$ cat config.mk
export PLATFORM = sky130hd
export DESIGN_NAME = control_unit_flat
export DESIGN_NICKNAME = d
export VERILOG_FILES = /design/src/rtl/control_unit_if.sv /design/src/rtl/control_unit.sv /design/src/flat_wrapper.sv
export SDC_FILE = /design/constraint.sdc
export NUM_CORES = 1
export LEC_CHECK = 0
export CAP_MARGIN = 10
export CORE_ASPECT_RATIO = 0.6
export CORE_MARGIN = 5
export CORE_UTILIZATION = 40
export CTS_BUF_LIST = sky130_fd_sc_hd__clkbuf_2
export CTS_CLUSTER_SIZE = 40
export DETAILED_ROUTE_END_ITERATION = 16
export GPL_TIMING_DRIVEN = 0
export PLACE_DENSITY_LB_ADDON = 0.1
export SLEW_MARGIN = 10
export SYNTH_ARGS = -nofsm -noshare
export SYNTH_HDL_FRONTEND = slang
export SYNTH_SLANG_ARGS = --single-unit
$ cat constraint.sdc
create_clock -name clk -period 4.2 [get_ports clk]
set_input_delay 1.26 -clock clk [delete_from_list [all_inputs] [get_ports clk]]
set_output_delay 1.26 -clock clk [all_outputs]
set_load 0.1 [all_outputs]
$ cat src/rtl/control_unit_if.sv
// Control-unit boundary: instruction/memory-handshake inputs plus every
// datapath strobe. master = control unit, slave = datapath/memory side.
interface control_unit_if;
  logic [31:0] IR;
  logic        mem_rdy;
  logic        step;

  logic PCout, MDRout, Zhighout, Zlowout, HIout, LOout, Cout, BAout;
  logic Gra, Grb, Grc, Rin, Rout;
  logic PCin, IRin, MARin, Yin, HIin, LOin, Zin, MDRin;
  logic AND, OR, ADD, SUB, MUL, DIV, SHR, SHL, ROR, ROL, NEG, NOT, IncPC;
  logic read, mem_write, run, fault;

  modport master (
    input  IR, mem_rdy, step,
    output PCout, MDRout, Zhighout, Zlowout, HIout, LOout, Cout, BAout,
    output Gra, Grb, Grc, Rin, Rout,
    output PCin, IRin, MARin, Yin, HIin, LOin, Zin, MDRin,
    output AND, OR, ADD, SUB, MUL, DIV, SHR, SHL, ROR, ROL, NEG, NOT, IncPC,
    output read, mem_write, run, fault
  );

  modport slave (
    output IR, mem_rdy, step,
    input  PCout, MDRout, Zhighout, Zlowout, HIout, LOout, Cout, BAout,
    input  Gra, Grb, Grc, Rin, Rout,
    input  PCin, IRin, MARin, Yin, HIin, LOin, Zin, MDRin,
    input  AND, OR, ADD, SUB, MUL, DIV, SHR, SHL, ROR, ROL, NEG, NOT, IncPC,
    input  read, mem_write, run, fault
  );
endinterface

$ cat src/rtl/control_unit.sv
// Moore-FSM control unit for the single-bus 32-bit datapath (fetch/decode/execute,
// memory wait states with timeout). Optional single-step gating: define CU_STEP_EN.
module control_unit #(
  parameter int MEM_TIMEOUT = 255,
  parameter int OPW         = 5
) (
  input  logic           clk,
  input  logic           clear,
  control_unit_if.master bus
);

  localparam int CW = $clog2(MEM_TIMEOUT + 1);

  localparam logic [OPW-1:0] OP_LD   = OPW'(5'b00000);
  localparam logic [OPW-1:0] OP_ST   = OPW'(5'b00010);
  localparam logic [OPW-1:0] OP_ADD  = OPW'(5'b00011);
  localparam logic [OPW-1:0] OP_SUB  = OPW'(5'b00100);
  localparam logic [OPW-1:0] OP_SHR  = OPW'(5'b00101);
  localparam logic [OPW-1:0] OP_SHL  = OPW'(5'b00110);
  localparam logic [OPW-1:0] OP_ROR  = OPW'(5'b00111);
  localparam logic [OPW-1:0] OP_ROL  = OPW'(5'b01000);
  localparam logic [OPW-1:0] OP_AND  = OPW'(5'b01001);
  localparam logic [OPW-1:0] OP_OR   = OPW'(5'b01010);
  localparam logic [OPW-1:0] OP_ADDI = OPW'(5'b01011);
  localparam logic [OPW-1:0] OP_ANDI = OPW'(5'b01100);
  localparam logic [OPW-1:0] OP_ORI  = OPW'(5'b01101);
  localparam logic [OPW-1:0] OP_MUL  = OPW'(5'b01110);
  localparam logic [OPW-1:0] OP_DIV  = OPW'(5'b01111);
  localparam logic [OPW-1:0] OP_NEG  = OPW'(5'b10000);
  localparam logic [OPW-1:0] OP_NOT  = OPW'(5'b10001);
  localparam logic [OPW-1:0] OP_HALT = OPW'(5'b11011);

  typedef enum logic [4:0] {
    S_F0, S_F1, S_F2, S_DEC,
    S_RT3, S_RT4, S_IT4, S_RT5,
    S_UT3, S_UT4,
    S_MT3, S_MT4, S_MT5, S_MT6,
    S_LT3, S_LT4, S_LT5, S_LT6, S_LT7,
    S_ST6, S_ST7,
    S_HALT, S_FAULT
  } state_t;

  state_t         state_q, state_d;
  logic [CW-1:0]  cnt_q, cnt_d;
  logic [OPW-1:0] op_q, op_d;
  logic [OPW-1:0] opcode;
  logic           step_go;
  logic           in_wait;
  state_t         wait_tgt;
  logic           alu_sel;
  logic           unused_ok;

  assign opcode    = bus.IR[31 -: OPW];
  assign unused_ok = ^{bus.IR[31-OPW:0], bus.step};

`ifdef CU_STEP_EN
  assign step_go = bus.step;
`else
  assign step_go = 1'b1;
`endif

  always_ff @(posedge clk or negedge clear) begin
    if (!clear) begin
      state_q <= S_F0;
      cnt_q   <= '0;
      op_q    <= '0;
    end else begin
      state_q <= state_d;
      cnt_q   <= cnt_d;
      op_q    <= op_d;
    end
  end

  always_comb begin : next_state
    state_d  = state_q;
    cnt_d    = cnt_q;
    op_d     = op_q;
    in_wait  = 1'b0;
    wait_tgt = state_q;
    case (state_q)
      S_F0:  if (step_go) state_d = S_F1;
      S_F1:  begin in_wait = 1'b1; wait_tgt = S_F2; end
      S_F2:  state_d = S_DEC;
      S_DEC: begin
        // opcode is captured here so execute steps do not depend on IR staying put
        op_d = opcode;
        case (opcode)
          OP_ADD, OP_SUB, OP_SHR, OP_SHL, OP_ROR, OP_ROL,
          OP_AND, OP_OR, OP_ADDI, OP_ANDI, OP_ORI: state_d = S_RT3;
          OP_NEG, OP_NOT:                          state_d = S_UT3;
          OP_MUL, OP_DIV:                          state_d = S_MT3;
          OP_LD, OP_ST:                            state_d = S_LT3;
          OP_HALT:                                 state_d = S_HALT;
          default:                                 state_d = S_F0;
        endcase
      end
      S_RT3: state_d = (op_q == OP_ADDI || op_q == OP_ANDI || op_q == OP_ORI) ? S_IT4 : S_RT4;
      S_RT4, S_IT4: state_d = S_RT5;
      S_RT5: state_d = S_F0;
      S_UT3: state_d = S_UT4;
      S_UT4: state_d = S_F0;
      S_MT3: state_d = S_MT4;
      S_MT4: state_d = S_MT5;
      S_MT5: state_d = S_MT6;
      S_MT6: state_d = S_F0;
      S_LT3: state_d = S_LT4;
      S_LT4: state_d = S_LT5;
      S_LT5: state_d = (op_q == OP_ST) ? S_ST6 : S_LT6;
      S_LT6: begin in_wait = 1'b1; wait_tgt = S_LT7; end
      S_LT7: state_d = S_F0;
      S_ST6: state_d = S_ST7;
      S_ST7: begin in_wait = 1'b1; wait_tgt = S_F0; end
      S_HALT:  state_d = S_HALT;
      S_FAULT: state_d = S_FAULT;
      default: state_d = S_F0;
    endcase

    // Shared memory-wait handling: advance on ready, otherwise count toward timeout.
    if (in_wait) begin
      if (bus.mem_rdy) begin
        state_d = wait_tgt;
        cnt_d   = '0;
      end else if (cnt_q == CW'(MEM_TIMEOUT)) begin
        state_d = S_FAULT;
        cnt_d   = '0;
      end else begin
        cnt_d = cnt_q + CW'(1);
      end
    end
  end

  always_comb begin : out_decode
    bus.PCout = 1'b0; bus.MDRout = 1'b0; bus.Zhighout = 1'b0; bus.Zlowout = 1'b0;
    bus.HIout = 1'b0; bus.LOout  = 1'b0; bus.Cout     = 1'b0; bus.BAout   = 1'b0;
    bus.Gra   = 1'b0; bus.Grb    = 1'b0; bus.Grc      = 1'b0; bus.Rin     = 1'b0;
    bus.Rout  = 1'b0;
    bus.PCin  = 1'b0; bus.IRin   = 1'b0; bus.MARin    = 1'b0; bus.Yin     = 1'b0;
    bus.HIin  = 1'b0; bus.LOin   = 1'b0; bus.Zin      = 1'b0; bus.MDRin   = 1'b0;
    bus.AND   = 1'b0; bus.OR     = 1'b0; bus.ADD      = 1'b0; bus.SUB     = 1'b0;
    bus.MUL   = 1'b0; bus.DIV    = 1'b0; bus.SHR      = 1'b0; bus.SHL     = 1'b0;
    bus.ROR   = 1'b0; bus.ROL    = 1'b0; bus.NEG      = 1'b0; bus.NOT     = 1'b0;
    bus.IncPC = 1'b0;
    bus.read  = 1'b0; bus.mem_write = 1'b0; bus.run = 1'b0; bus.fault = 1'b0;
    alu_sel   = 1'b0;

    // clear forces every strobe low immediately, independent of the clock
    if (clear) begin
      case (state_q)
        S_F0: if (step_go) begin
          bus.run = 1'b1; bus.PCout = 1'b1; bus.MARin = 1'b1; bus.IncPC = 1'b1; bus.Zin = 1'b1;
        end
        S_F1:  begin bus.run = 1'b1; bus.Zlowout = 1'b1; bus.PCin = 1'b1; bus.read = 1'b1; bus.MDRin = 1'b1; end
        S_F2:  begin bus.run = 1'b1; bus.MDRout = 1'b1; bus.IRin = 1'b1; end
        S_DEC: bus.run = 1'b1;
        S_RT3: begin bus.run = 1'b1; bus.Grb = 1'b1; bus.Rout = 1'b1; bus.Yin = 1'b1; end
        S_RT4: begin bus.run = 1'b1; bus.Grc = 1'b1; bus.Rout = 1'b1; bus.Zin = 1'b1; alu_sel = 1'b1; end
        S_IT4: begin bus.run = 1'b1; bus.Cout = 1'b1; bus.Zin = 1'b1; alu_sel = 1'b1; end
        S_RT5, S_UT4: begin bus.run = 1'b1; bus.Zlowout = 1'b1; bus.Gra = 1'b1; bus.Rin = 1'b1; end
        S_UT3: begin bus.run = 1'b1; bus.Grb = 1'b1; bus.Rout = 1'b1; bus.Zin = 1'b1; alu_sel = 1'b1; end
        S_MT3: begin bus.run = 1'b1; bus.Gra = 1'b1; bus.Rout = 1'b1; bus.Yin = 1'b1; end
        S_MT4: begin bus.run = 1'b1; bus.Grb = 1'b1; bus.Rout = 1'b1; bus.Zin = 1'b1; alu_sel = 1'b1; end
        S_MT5: begin bus.run = 1'b1; bus.Zlowout = 1'b1; bus.LOin = 1'b1; end
        S_MT6: begin bus.run = 1'b1; bus.Zhighout = 1'b1; bus.HIin = 1'b1; end
        S_LT3: begin bus.run = 1'b1; bus.Grb = 1'b1; bus.BAout = 1'b1; bus.Yin = 1'b1; end
        S_LT4: begin bus.run = 1'b1; bus.Cout = 1'b1; bus.ADD = 1'b1; bus.Zin = 1'b1; end
        S_LT5: begin bus.run = 1'b1; bus.Zlowout = 1'b1; bus.MARin = 1'b1; end
        S_LT6: begin bus.run = 1'b1; bus.read = 1'b1; bus.MDRin = 1'b1; end
        S_LT7: begin bus.run = 1'b1; bus.MDRout = 1'b1; bus.Gra = 1'b1; bus.Rin = 1'b1; end
        S_ST6: begin bus.run = 1'b1; bus.Gra = 1'b1; bus.Rout = 1'b1; bus.MDRin = 1'b1; end
        S_ST7: begin bus.run = 1'b1; bus.mem_write = 1'b1; end
        S_FAULT: bus.fault = 1'b1;
        default: ;
      endcase
    end

    if (alu_sel) begin
      case (op_q)
        OP_ADD, OP_ADDI: bus.ADD = 1'b1;
        OP_SUB:          bus.SUB = 1'b1;
        OP_SHR:          bus.SHR = 1'b1;
        OP_SHL:          bus.SHL = 1'b1;
        OP_ROR:          bus.ROR = 1'b1;
        OP_ROL:          bus.ROL = 1'b1;
        OP_AND, OP_ANDI: bus.AND = 1'b1;
        OP_OR, OP_ORI:   bus.OR  = 1'b1;
        OP_MUL:          bus.MUL = 1'b1;
        OP_DIV:          bus.DIV = 1'b1;
        OP_NEG:          bus.NEG = 1'b1;
        OP_NOT:          bus.NOT = 1'b1;
        default: ;
      endcase
    end
  end

endmodule
$ cat src/flat_wrapper.sv
// flat-port wrapper written by rule: the top's interface ports become plain ports
module control_unit_flat 
#(
  parameter int MEM_TIMEOUT = 255,
  parameter int OPW         = 5
)
  (clk, clear, bus_IR, bus_mem_rdy, bus_step, bus_PCout, bus_MDRout, bus_Zhighout, bus_Zlowout, bus_HIout, bus_LOout, bus_Cout, bus_BAout, bus_Gra, bus_Grb, bus_Grc, bus_Rin, bus_Rout, bus_PCin, bus_IRin, bus_MARin, bus_Yin, bus_HIin, bus_LOin, bus_Zin, bus_MDRin, bus_AND, bus_OR, bus_ADD, bus_SUB, bus_MUL, bus_DIV, bus_SHR, bus_SHL, bus_ROR, bus_ROL, bus_NEG, bus_NOT, bus_IncPC, bus_read, bus_mem_write, bus_run, bus_fault);
  control_unit_if bus_i ();
  input  logic clk;
  input  logic clear;
  input wire logic [$bits(bus_i.IR)-1:0] bus_IR;
  input wire logic [$bits(bus_i.mem_rdy)-1:0] bus_mem_rdy;
  input wire logic [$bits(bus_i.step)-1:0] bus_step;
  output wire logic [$bits(bus_i.PCout)-1:0] bus_PCout;
  output wire logic [$bits(bus_i.MDRout)-1:0] bus_MDRout;
  output wire logic [$bits(bus_i.Zhighout)-1:0] bus_Zhighout;
  output wire logic [$bits(bus_i.Zlowout)-1:0] bus_Zlowout;
  output wire logic [$bits(bus_i.HIout)-1:0] bus_HIout;
  output wire logic [$bits(bus_i.LOout)-1:0] bus_LOout;
  output wire logic [$bits(bus_i.Cout)-1:0] bus_Cout;
  output wire logic [$bits(bus_i.BAout)-1:0] bus_BAout;
  output wire logic [$bits(bus_i.Gra)-1:0] bus_Gra;
  output wire logic [$bits(bus_i.Grb)-1:0] bus_Grb;
  output wire logic [$bits(bus_i.Grc)-1:0] bus_Grc;
  output wire logic [$bits(bus_i.Rin)-1:0] bus_Rin;
  output wire logic [$bits(bus_i.Rout)-1:0] bus_Rout;
  output wire logic [$bits(bus_i.PCin)-1:0] bus_PCin;
  output wire logic [$bits(bus_i.IRin)-1:0] bus_IRin;
  output wire logic [$bits(bus_i.MARin)-1:0] bus_MARin;
  output wire logic [$bits(bus_i.Yin)-1:0] bus_Yin;
  output wire logic [$bits(bus_i.HIin)-1:0] bus_HIin;
  output wire logic [$bits(bus_i.LOin)-1:0] bus_LOin;
  output wire logic [$bits(bus_i.Zin)-1:0] bus_Zin;
  output wire logic [$bits(bus_i.MDRin)-1:0] bus_MDRin;
  output wire logic [$bits(bus_i.AND)-1:0] bus_AND;
  output wire logic [$bits(bus_i.OR)-1:0] bus_OR;
  output wire logic [$bits(bus_i.ADD)-1:0] bus_ADD;
  output wire logic [$bits(bus_i.SUB)-1:0] bus_SUB;
  output wire logic [$bits(bus_i.MUL)-1:0] bus_MUL;
  output wire logic [$bits(bus_i.DIV)-1:0] bus_DIV;
  output wire logic [$bits(bus_i.SHR)-1:0] bus_SHR;
  output wire logic [$bits(bus_i.SHL)-1:0] bus_SHL;
  output wire logic [$bits(bus_i.ROR)-1:0] bus_ROR;
  output wire logic [$bits(bus_i.ROL)-1:0] bus_ROL;
  output wire logic [$bits(bus_i.NEG)-1:0] bus_NEG;
  output wire logic [$bits(bus_i.NOT)-1:0] bus_NOT;
  output wire logic [$bits(bus_i.IncPC)-1:0] bus_IncPC;
  output wire logic [$bits(bus_i.read)-1:0] bus_read;
  output wire logic [$bits(bus_i.mem_write)-1:0] bus_mem_write;
  output wire logic [$bits(bus_i.run)-1:0] bus_run;
  output wire logic [$bits(bus_i.fault)-1:0] bus_fault;
  assign bus_i.IR = bus_IR;
  assign bus_i.mem_rdy = bus_mem_rdy;
  assign bus_i.step = bus_step;
  assign bus_PCout = bus_i.PCout;
  assign bus_MDRout = bus_i.MDRout;
  assign bus_Zhighout = bus_i.Zhighout;
  assign bus_Zlowout = bus_i.Zlowout;
  assign bus_HIout = bus_i.HIout;
  assign bus_LOout = bus_i.LOout;
  assign bus_Cout = bus_i.Cout;
  assign bus_BAout = bus_i.BAout;
  assign bus_Gra = bus_i.Gra;
  assign bus_Grb = bus_i.Grb;
  assign bus_Grc = bus_i.Grc;
  assign bus_Rin = bus_i.Rin;
  assign bus_Rout = bus_i.Rout;
  assign bus_PCin = bus_i.PCin;
  assign bus_IRin = bus_i.IRin;
  assign bus_MARin = bus_i.MARin;
  assign bus_Yin = bus_i.Yin;
  assign bus_HIin = bus_i.HIin;
  assign bus_LOin = bus_i.LOin;
  assign bus_Zin = bus_i.Zin;
  assign bus_MDRin = bus_i.MDRin;
  assign bus_AND = bus_i.AND;
  assign bus_OR = bus_i.OR;
  assign bus_ADD = bus_i.ADD;
  assign bus_SUB = bus_i.SUB;
  assign bus_MUL = bus_i.MUL;
  assign bus_DIV = bus_i.DIV;
  assign bus_SHR = bus_i.SHR;
  assign bus_SHL = bus_i.SHL;
  assign bus_ROR = bus_i.ROR;
  assign bus_ROL = bus_i.ROL;
  assign bus_NEG = bus_i.NEG;
  assign bus_NOT = bus_i.NOT;
  assign bus_IncPC = bus_i.IncPC;
  assign bus_read = bus_i.read;
  assign bus_mem_write = bus_i.mem_write;
  assign bus_run = bus_i.run;
  assign bus_fault = bus_i.fault;
  control_unit #(.MEM_TIMEOUT(MEM_TIMEOUT), .OPW(OPW)) u_core (.clk(clk), .clear(clear), .bus(bus_i));
endmodule
After elaboration in Yosys (flattened, before gate mapping)
Memories as Yosys holds them, arrays and structs flattened.
Cells that the tools add are included.
Storage, ports and cells
  output and inout port bits: 38
  register bits: 18
  memories kept: 1
  input port bits: 36
  ROM bits: 160
  logic and storage cells: 149
Memories
  (no name shown): depth 32, bits a word 5, rd ports 1, clocked after memory_dff 0, wr ports 0, line control_unit.sv:87  | case (opcode)
Operators by class
  add/subtract/negate cells: 1
  equality and inequality tests: 40
  mux-type cells: 82
  reduce and logical (&&, ||, !) cells: 22
Operators with widths (count)
  5-bit by 4-bit equality test with 1-bit output (second input constant): 16
  5-bit case mux with 16 select lines: 1
  1-bit 2-to-1 mux: 73
  5-bit equality test (second input constant): 9
  5-bit by 3-bit equality test with 1-bit output (second input constant): 8
  21-bit OR reduction: 1
  5-bit by 2-bit equality test with 1-bit output (second input constant): 4
  8-bit 2-to-1 mux: 2
  2-bit OR reduction: 8
  5-bit 2-to-1 mux: 3
  5-bit case mux with 3 select lines: 1
  3-bit OR reduction: 4
  6-bit OR reduction: 2
  5-bit OR reduction: 2
  8-bit by 1-bit adder with 8-bit output (second input constant): 1
  8-bit equality test (second input constant): 1
  4-bit OR reduction: 2
  5-bit by 1-bit equality test with 1-bit output (second input constant): 1
  5-bit logical NOT: 1
  5-bit != test (second input constant): 1
  2-bit 2-to-1 mux: 2
  1-bit logical OR: 2

Longest topological paths before layout
Gate-level depths: netlist of the first run.
  word-level depth: 8
  mapped depth: 7
  depth with buffers taken out: 6

Worst setup path after synthesis of the first run
OpenSTA, ideal clock, no wires.
  path type: in2out
  start point: input clear
  end point: output bus_DIV
  buffers on the path: 1
  stages: 5
  required time: 2.940 ns
  setup slack: -1.812 ns
  data arrival time: 4.752 ns
  path through: clkbuf_1 nand2b_1 a21oi_2 nand2_1 nor4_1
Between the ends
  word-level cells in the longest chain between the ends: 2
RTL lines
  from (decl): line flat_wrapper.sv:10  | input logic clear;
  1-bit 2-to-1 mux: line control_unit.sv:147  | if (clear) begin
  1-bit 2-to-1 mux: line control_unit.sv:176  | if (alu_sel) begin
  to (decl): line flat_wrapper.sv:40  | output wire logic [$bits(bus_i.DIV)-1:0] bus_DIV;
No other way between the ends.

Worst setup path after layout of the first run
  start point: input clear
  end point: output bus_MDRin
Between the ends
  word-level cells in the longest chain between the ends: 1
RTL lines
  1-bit 2-to-1 mux: line control_unit.sv:147
  to (decl): line flat_wrapper.sv:34  | output wire logic [$bits(bus_i.MDRin)-1:0] bus_MDRin;
No other way between the ends.

==> results.md, run 1 <==
- Ant diodes: 0
- Core area: approximately 0.0045 mm^2
- Area growth syn-to-layout: 35.31%
- Reg2Reg Depth: 6
- DRT iter0 DRCs: 194
- DRC viols: 0
- Root Buffer: clkbuf_2
- DR vias/cell: 5.547
- Clock Sinks: 18
- R2r setup slk: around 2400 ps
- RSZ-0062 raised after global routing: false
- Slack of the critical path: 124.5 ps
- Synth unique cells: 62
- Number of global-route vias before repair: 1,888
- Crit Reg-Reg Startpoint: u_core.cnt_q[0]
- CTS buffer count: 3
- CP startpoint: clear
- Data arrival, critical path: 2820 ps
- PnR Total Power: 0.001784 W
- Worst Setup EP: bus_MDRin
- Hpwl dp: 4191 um
- Max Clock Freq: 245.4 MHz
- Syn Inst Count: 242
- GRT Resource Usage Total: 0.1830
- Pleak: 1.060 nW
- Port Buf Inserts: 43
- Syn Std Cell Area: 0.001839 mm^2
- DP Worst Slack: -1771 ps
- Worst setup EP type: output port
- Antenna violations before repair: 0
- First-pass DRT Iterations: 5
- Clock Latency Late Sink: 300 ps
- Row cnt: 19
- Layout fillers: 457
- Top Ports: 74
- Top fanout value on the critical path: 19
- Fin. Hold Viols: 0
- Chip height: 62.53 um
- Register bit total from synthesis: 18
- CTS clk-pin slew, worst paths: 170 ps
- Layout cells sized above 1: 0.2862
- Slew Limit Fails: 0
- Max-cap viol count: 0
- Worst hold path type: reg2reg
- CTS HTree Levels: 1
- Post-DR wirelength/cell: 15.62 um
- Clk buf depth: 2
- Async SR Flop Fraction: 1.000
- CTS tree: built
- Worst-margin pin slew: 967.6 ps
- Detail Route Antenna Nets: 0
- Final #Nets: between 300 and 400
- Post-Syn Area per Cell: 7.600 um^2
- Routed WL: about 5500 um
- Clock Skew: 9.716 ps
- Fin crit period: 4076 ps
- CP required: roughly 2900 ps
- GRT overflow: 0
- Setup crit start kind: input port
- P per Cell Area: approximately 700 mW/mm^2
- First-pass GRT wire length: 9542 um
- Largest net degree at the start of global routing: 20
- Worst slew margin relative to its limit: 0.3575
- Worst Hold Launch: u_core.cnt_q[7]
- Setup CP Type: in2out
- Die area: 0.006099 mm^2
- Tcrit/Tclk final: 0.9704
- Final setup vio count: 0
- Die width: 97.54 um
- VDD IR-drop max: 0.3311 mV
- Number of synthesized flops with an enable pin: 0
- Synth Flop Type: dfrtp_1
- R2R Path End: u_core.state_q[0]
- Setup TNS: 0 ps
- Post-synthesis sequential area ratio: 0.2449
- Most frequent cells in the layout: nand2_1, nor2_1, buf_4, dfrtp_1, o21ai_0
- Commonest non-fill, non-tap cell in the layout: nand2_1
- Initial core utilization: 0.4072
- Syn. warnings: 0
- DR vias: about 2,000
- Outcome: finished clean
- Routability Congestion: around 0.87
==> what timing repair did <==
| action | CTS | global route |
|---|---|---|
| resized for setup | 148 | 6 |
| setup buffers | 0 | 0 |
| pin swaps | 0 | 0 |
| hold buffers | 0 | 0 |
| endpoints found under the setup margin | 36 | 12 |
==> worst min path at each step <==
stage,endpoint,cells after the start
after CTS,u_core.cnt_q[6],2
after detailed placement,u_core.cnt_q[6],2
final,u_core.cnt_q[7],2
after global placement,u_core.cnt_q[7],2
after floorplan,u_core.cnt_q[1],2
after global routing,u_core.cnt_q[6],2
==> routing by layer <==
| metal | vias up | global-route usage | wire, um |
|---|---|---|---|
| met5 | - | 0 | 0 |
| met4 | 0 | 0.01036 | 0 |
| met3 | 0 | 0.02676 | 393 |
| met2 | 76 | 0.2619 | 2215 |
| met1 | 914 | 0.2974 | 2904 |
| li1 | 968 | - | - |
==> cells in the mapped netlist (5+ instances only) <==
cell | number | share of area
xor2_1 | 5 | 0.024
clkbuf_1 | 9 | 0.018
nand3_1 | 8 | 0.022
nand3b_1 | 5 | 0.020
nand2b_1 | 11 | 0.037
nand2_1 | 22 | 0.045
buf_4 | 6 | 0.024
a21oi_1 | 12 | 0.033
nor2_1 | 21 | 0.043
nor3_1 | 19 | 0.052
dfrtp_1 | 18 | 0.24
buf_2 | 8 | 0.022
nor2b_1 | 7 | 0.024
o21ai_0 | 14 | 0.038
==> worst max-delay path: stages <==
cell	delay, ps
buf_4	240
buf_4	240
nor4b_2	190
dlygate4sd2_1	880
==> kinds of logic after synthesis <==
| group | Yosys count | synth area share |
|---|---|---|
| other | 1 | 0.002039 |
| adders and majority gates | 1 | 0.006802 |
| buffers and inverters | 28 | 0.07959 |
| AOI/OAI and AO/OA | 55 | 0.1946 |
| xor gates and xnor gates | 6 | 0.02857 |
| and+or+nand+nor | 128 | 0.4136 |
| DFF | 18 | 0.2449 |
| muxes | 5 | 0.02993 |
==> state kept, by name (all words and copies together), names as in the netlist <==
| register | flops |
|---|---|
| u_core.state_q | 5 |
| u_core.cnt_q | 8 |
| u_core.op_q | 5 |
==> layout make-up <==
cell class,instances,area (um^2),area share
repair buffers,43,366.6,0.1473
well taps,63,78.83,0.03167
plain buffers,26,143.9,0.05782
flip-flops and latches,18,450.4,0.1810
multi-input cells,197,1423,0.5716
clock inverters,1,3.754,0.001508
inverters,2,7.507,0.003017
clock buffers,3,15.01,0.006033
==> power by group <==
part,internal [W],switching [W]
sequential,0.000245,0.0000776
clock,0.0000207,0.0000535
combinational,0.000403,0.000984
==> metrics by stage <==
stage | hold WS (ps) | util | instances | area [um^2]
finish | 590.1 | 0.5510 | 353 | 2489
global route | 616.5 | 0.5510 | 353 | 2489
floorplan | 497.2 | - | 243 | 2023
global placement | 532.2 | 0.5607 | 349 | 2532
CTS | 591.2 | 0.5479 | 353 | 2475
detailed placement | 552.9 | 0.5607 | 349 | 2532
Note: power is estimated with default switching activity, not from simulation.
==> run 2, diff against run 1 <==
--- a/config.mk
+++ b/config.mk
@@ -5,7 +5,8 @@
 export SDC_FILE = /design/constraint.sdc
 export NUM_CORES = 1
 export LEC_CHECK = 0
-export CAP_MARGIN = 10
+export ABC_AREA = 1
+export CAP_MARGIN = 20
 export CORE_ASPECT_RATIO = 0.6
 export CORE_MARGIN = 5
 export CORE_UTILIZATION = 40
==> run 2 against run 1 <==
Worst hold slack got worse by 53 ps; combinational power decreased by 14%; final area decreased by 2.0%; routed wire length increased by 8.0%; sequential share of layout area increased by 0.36 points; critical endpoint is now bus_run; largest power group unchanged.
==> results.md, run 2 <==
- Outcome: finished clean
- Post-Route Utilization: 0.5290
- P per Cell Area: about 650 mW/mm^2
- WHS: approximately 540 ps
- Synth Area in Simple Gates: 0.5237
- Pleak: around 1.3 nW
- Clock Latency Late Sink: 300 ps
- CP max stage cell: clkdlybuf4s15_2
- Max Clock Freq: 250.5 MHz
- Row cnt: 19
- R2r setup slk: 2420 ps
- Syn Inst Count: 299
- First-pass GRT wire length: 9839 um
- Ant diodes: 0
- Number of synthesized flops with an enable pin: 0
- DP Cell Count: 407
- CTS tree: built
- CP top delay family: buffers and inverters
- CTS buffer count: 3
- Die area: 0.006340 mm^2
- DR vias/cell: between 5 and 6
- Post-synth top area cell: dfrtp_1
- Initial core utilization: 0.4170
- Top fanout value on the critical path: 17
- Synth Area in Adders: 0.006506
- Fin. Hold Viols: 0
- Most frequent cells in the layout: nand2_1, nor2_1, nand3_1, inv_1, dfrtp_1
- Core area: 0.004612 mm^2
- Most frequent cell after synthesis: nand2_1
- CTS HTree Levels: 1
- Area contributors post-synth: dfrtp_1, nand2_1, nor2_1, nand3_1, inv_1
- Die width: 99.52 um
- DRT iter0 DRCs: 129
- Number of global-route vias before repair: 1,936
- Port Buf Inserts: 43
- Antenna violations before repair: 0
- Post-DR wirelength/cell: 14.49 um
- PnR Total Power: 0.001582 W
- GRT overflow: 0
- Clk buf depth: 2
- Post-CTS setup repair buffer count: 0
- CP max stage delay: 560 ps
- Synth unique cells: 40
- Routability Congestion: 0.9653
- Max-cap viol count: 0
- First-pass DRT Iterations: 5
- RSZ-0062 raised after global routing: false
- Worst slew margin relative to its limit: 0.3535
- DR vias: roughly 2,100
- Placed cell area: about 0.0025 mm^2
- Worst hold path type: reg2reg
- Biggest regs: u_core.cnt_q x8, u_core.op_q x5, u_core.state_q x5
- CP required: 2940 ps
- VDD IR-drop max: 0.3233 mV
- Register bit total from synthesis: 18
- Syn. warnings: 0
- DRC viols: 0
- Largest register FFs: 8
- Slew Limit Fails: 0
- Worst-margin pin slew: about 1000 ps
- Mux cell area share after synthesis: 0
- Commonest non-fill, non-tap cell in the layout: nand2_1
- Clock Skew: 1.413 ps
- Area growth syn-to-layout: 26.87%
- Top Ports: 74
- Setup CP Type: in2out
- CTS clk-pin slew, worst paths: around 180 ps
- Worst path cell trace: buf_2 > buf_8 > inv_1 > clkbuf_2 > nor2_1 > clkdlybuf4s15_2
- Post-Syn Area per Cell: 6.432 um^2
- Largest net degree at the start of global routing: 18
- Layout cells sized above 1: 0.2414
- Post-synthesis sequential area ratio: 0.2342
- Final #Nets: 386
- Largest family of logic cells by synthesized area: simple AND/OR/NAND/NOR gates
- Synth top cells by count: nand2_1, nor2_1, nand3_1
- Routed WL: ~6000 um
- Bufs and invs on worst path: 5
- Synth top area share: 0.2342
- Final setup vio count: 0
- Data arrival, critical path: around 2700 ps
- Largest Register: u_core.cnt_q
- Synth Flop Type: dfrtp_1
- Syn Std Cell Area: 0.001923 mm^2
- Post-Synth XOR/XNOR Area: 0.009109
- Fin crit period: 3993 ps
- Setup crit start kind: input port
- Finished Cell Area: 0.002440 mm^2
- Post-route insts no fill: ~410
- Root Buffer: clkbuf_2
- Hpwl dp: between 4000 and 5000 um
- Worst setup EP type: output port
- Synth Area in Compound Gates: 0.1028
- Detail Route Antenna Nets: 0
- GRT Resource Usage Total: 0.1940
- Tcrit/Tclk final: 0.9506
- Chip height: roughly 64 um
- Clock Sinks: 18
- Async SR Flop Fraction: 1.000
## run 2: cell types whose count changed after synthesis, moves of 10 or more
cell,before,now
nor2_1,21,50
nand2_1,22,55
nand3_1,8,37
nand2b_1,11,0
inv_1,2,34
nor3_1,19,9
## run 2: stage by stage
| step | TNS (ps) | setup WS (ps) |
|---|---|---|
| after floorplan | -3517 | -673.5 |
| after global placement | -49880 | -1751 |
| after detailed placement | -32230 | -1334 |
| after CTS | 0 | 36.95 |
| after global routing | 0 | 53.27 |
| final | 0 | 207.3 |
## run 2: routing by layer
metal	up-vias	track usage	share of wire
met2	94	0.2492	0.36
met1	948	0.3238	0.55
met3	4	0.03749	0.088
met4	0	0.03407	0.0067
met5	-	0	0
li1	1072	-	-
## run 2: worst min-delay path: cells and delay by family, from the launching register on
family	cells	cell delay (ps)
AOI/OAI and AO/OA	1	60
DFF	1	410
and+or+nand+nor	1	50
## run 2: cell type report
class | count | area (um^2)
Fill cell | 496 | 2172
Multi-Input combinational cell | 230 | 1265
Sequential cell | 18 | 450.4
Timing Repair Buffer | 44 | 390.4
Inverter | 43 | 165.2
Tap cell | 63 | 78.83
Buffer | 9 | 71.32
Clock buffer | 3 | 15.01
Clock inverter | 1 | 3.754
## run 2: cell families after synthesis
kind of cell,Yosys count
compound gates,32
other cells,1
simple gates,193
xor+xnor,2
buf+inv,52
flops,18
fa+ha+maj,1
## run 2: final timing paths
path                                   startpoint           endpoint  cells past startpoint
worst max-delay path                        clear            bus_run                      6
worst min-delay path               u_core.op_q[3]     u_core.op_q[3]                      2
worst max register to register  u_core.state_q[3]  u_core.state_q[0]                      9
worst min register to register     u_core.op_q[3]     u_core.op_q[3]                      2
max in group asynchronous                   clear  u_core.state_q[3]                      2
min in group asynchronous                   clear    u_core.cnt_q[6]                      1
## run 2: repair_timing
action                                  in CTS  in global routing
hold buffers                                 0                  0
endpoints found under the setup margin      36                 15
resized for setup                          120                 13
## run 2: report_power, final
part           internal, W  switching [W]
Clock            0.0000207      0.0000554
Combinational     0.000295       0.000895
Sequential        0.000235      0.0000814
==> run 3, diff against run 2 <==
--- a/config.mk
+++ b/config.mk
@@ -13,7 +13,7 @@
 export CTS_BUF_LIST = sky130_fd_sc_hd__clkbuf_2
 export CTS_CLUSTER_SIZE = 40
 export DETAILED_ROUTE_END_ITERATION = 16
-export GPL_TIMING_DRIVEN = 0
+export GPL_TIMING_DRIVEN = 1
 export PLACE_DENSITY_LB_ADDON = 0.1
 export SLEW_MARGIN = 10
 export SYNTH_ARGS = -nofsm -noshare
==> run 3 against run 2 <==
Highest routed layer unchanged; critical endpoint is now bus_Zhighout; final area grew 15%; critical path type unchanged; clock-buffer cell count is the same; routed wire length grew 0.34%; clock skew grew 0.67 ps.
==> results.md, run 3 (same netlist as run 2, synthesis figures left out) <==
- Top fanout value on the critical path: 15
- CTS buffer count: 3
- Slew Limit Fails: 0
- Antenna violations before repair: 0
- VDD IR-drop max: ~0.39 mV
- GRT Resource Usage Total: 0.1944
- GRT overflow: 0
- Hold_buf cts: 0
- Clock Latency Late Sink: 310 ps
- Fin crit period: 3914 ps
- Most frequent cells in the layout: nand2_1, nor2_1, nand3_1, buf_12, inv_1
- DR vias: about 2,100
- Worst slew margin relative to its limit: 0.6566
- R2r setup slk: approximately 2300 ps
- Min-Delay Path Depth: 2
- R2R Path End: u_core.state_q[0]
- First-pass DRT Iterations: 5
- Ant diodes: 0
- Commonest non-fill, non-tap cell in the layout: nand2_1
- DRT iter0 DRCs: about 140
- Pleak: 1.317 nW
- Post-DR wirelength/cell: 14.72 um
- Chip height: between 60 and 70 um
- Initial core utilization: 0.4170
- Worst-margin pin slew: 514.6 ps
- Fin. Hold Viols: 0
- Port Buf Inserts: 43
- Largest register FFs: 8
- Row cnt: 19
- CTS clk-pin slew, worst paths: 180 ps
- Worst Hold Launch: u_core.op_q[3]
- Root Buffer: clkbuf_2
- Hpwl dp: 5018 um
- Routed WL: ~6000 um
- P per Cell Area: 605.7 mW/mm^2
- Detail Route Antenna Nets: 0
- First-pass GRT wire length: 9977 um
- Data arrival, critical path: 2650 ps
- Crit Reg-Reg Startpoint: u_core.state_q[1]
- Biggest regs: u_core.cnt_q x8, u_core.op_q x5, u_core.state_q x5
- Clock Sinks: 18
- Final #Nets: 381
- Post-CTS Resized: 0
- PnR Total Power: around 0.0017 W
- Setup CP Type: in2out
- CP max stage delay: 470 ps
- Top Ports: 74
- CP required: ~2900 ps
- Number of global-route vias before repair: 2,003
- Die area: 0.006340 mm^2
- Largest net degree at the start of global routing: 16
- Worst hold path type: reg2reg
- Clock Skew: 2.085 ps
- RSZ-0062 raised after global routing: false
- Hold path endpoint: u_core.op_q[3]
- Worst path cell trace: clkdlybuf4s50_1 > inv_1 > nor4_4 > buf_12
- DRC viols: 0
- Post-CTS setup repair buffer count: 0
- Final setup vio count: 0
- DR vias/cell: 5.249
- Routability Congestion: roughly 1
- Layout cells sized above 1: 0.2595
- CP max stage cell: clkdlybuf4s50_1
- Reg2Reg Depth: 9
- Tcrit/Tclk final: 0.9318
- CTS HTree Levels: 1
- Area growth syn-to-layout: 45.93%
- CP top delay family: buffers and inverters
- Largest Register: u_core.cnt_q
- Worst setup EP type: output port
- Bufs and invs on worst path: 3
- Core area: about 0.0046 mm^2
- Setup crit start kind: input port
- Clk buf depth: 2
- Die width: 99.52 um
- Slack of the critical path: 286.2 ps
- Max-cap viol count: 0
- CTS tree: built
- Outcome: finished clean
- Max Clock Freq: roughly 260 MHz
- DP Worst Slack: 265.1 ps
-- run 3: cell count changes in the layout (fill, tap and decap cells not counted), sizes merged --
cell,delta
buf,+23
clkbuf,-6
clkdlybuf4s15,-8
clkdlybuf4s18,-4
clkdlybuf4s50,+1
dlygate4sd2,-11
-- run 3: cell type report --
cell class	count	area [um^2]
clock buffers	3	15.01
clock inverters	1	3.754
fillers	436	1805
inverters	43	165.2
multi-input cells	230	1265
flip-flops and latches	18	450.4
well taps	63	78.83
repair buffers	48	828.3
-- run 3: worst max path at each step --
stage / cells after the start / from / to
after CTS: 6 / clear / bus_Rin
after detailed placement: 4 / clear / bus_Zhighout
after floorplan: 3 / clear / bus_MARin
after global placement: 4 / clear / bus_HIin
final: 4 / clear / bus_Zhighout
after global routing: 6 / clear / bus_Rin
-- run 3: metrics by stage --
| step | std cells | TNS (ps) | instance area (um^2) | util | hold slack (ps) |
|---|---|---|---|---|---|
| finish | 406 | 0 | 2806 | 0.6085 | 536.7 |
| global route | 406 | 0 | 2806 | 0.6085 | 573.5 |
| CTS | 406 | 0 | 2806 | 0.6085 | 539.7 |
| detailed placement | 402 | 0 | 2788 | 0.6044 | 498.6 |
| global placement | 402 | 0 | 2788 | 0.6044 | 498.4 |
| floorplan | 300 | -3517 | 1949 | - | 474.2 |
-- run 3: where the power goes --
group	leakage (nW)	internal, W	switching (W)
combinational	1.07	0.000402	0.000894
sequential	0.234	0.000235	0.0000916
clock	0.0140	0.0000207	0.0000565
total	1.32	0.000657	0.00104
-- run 3: worst min-delay path, delay by kind of cell (launching register included) --
kind / cells / cell delay [ps]
AOI/OAI and AO/OA: 1 / 60
DFF: 1 / 400
and+or+nand+nor: 1 / 60
-- run 3: per-layer routing --
metal  vias to the layer above  track usage  wire length, um
met1                       980       0.2975             2928
met4                         0      0.01704               17
met2                        89       0.2801             2437
li1                       1060            -                -
met3                         2      0.05292              594
met5                         -            0                0
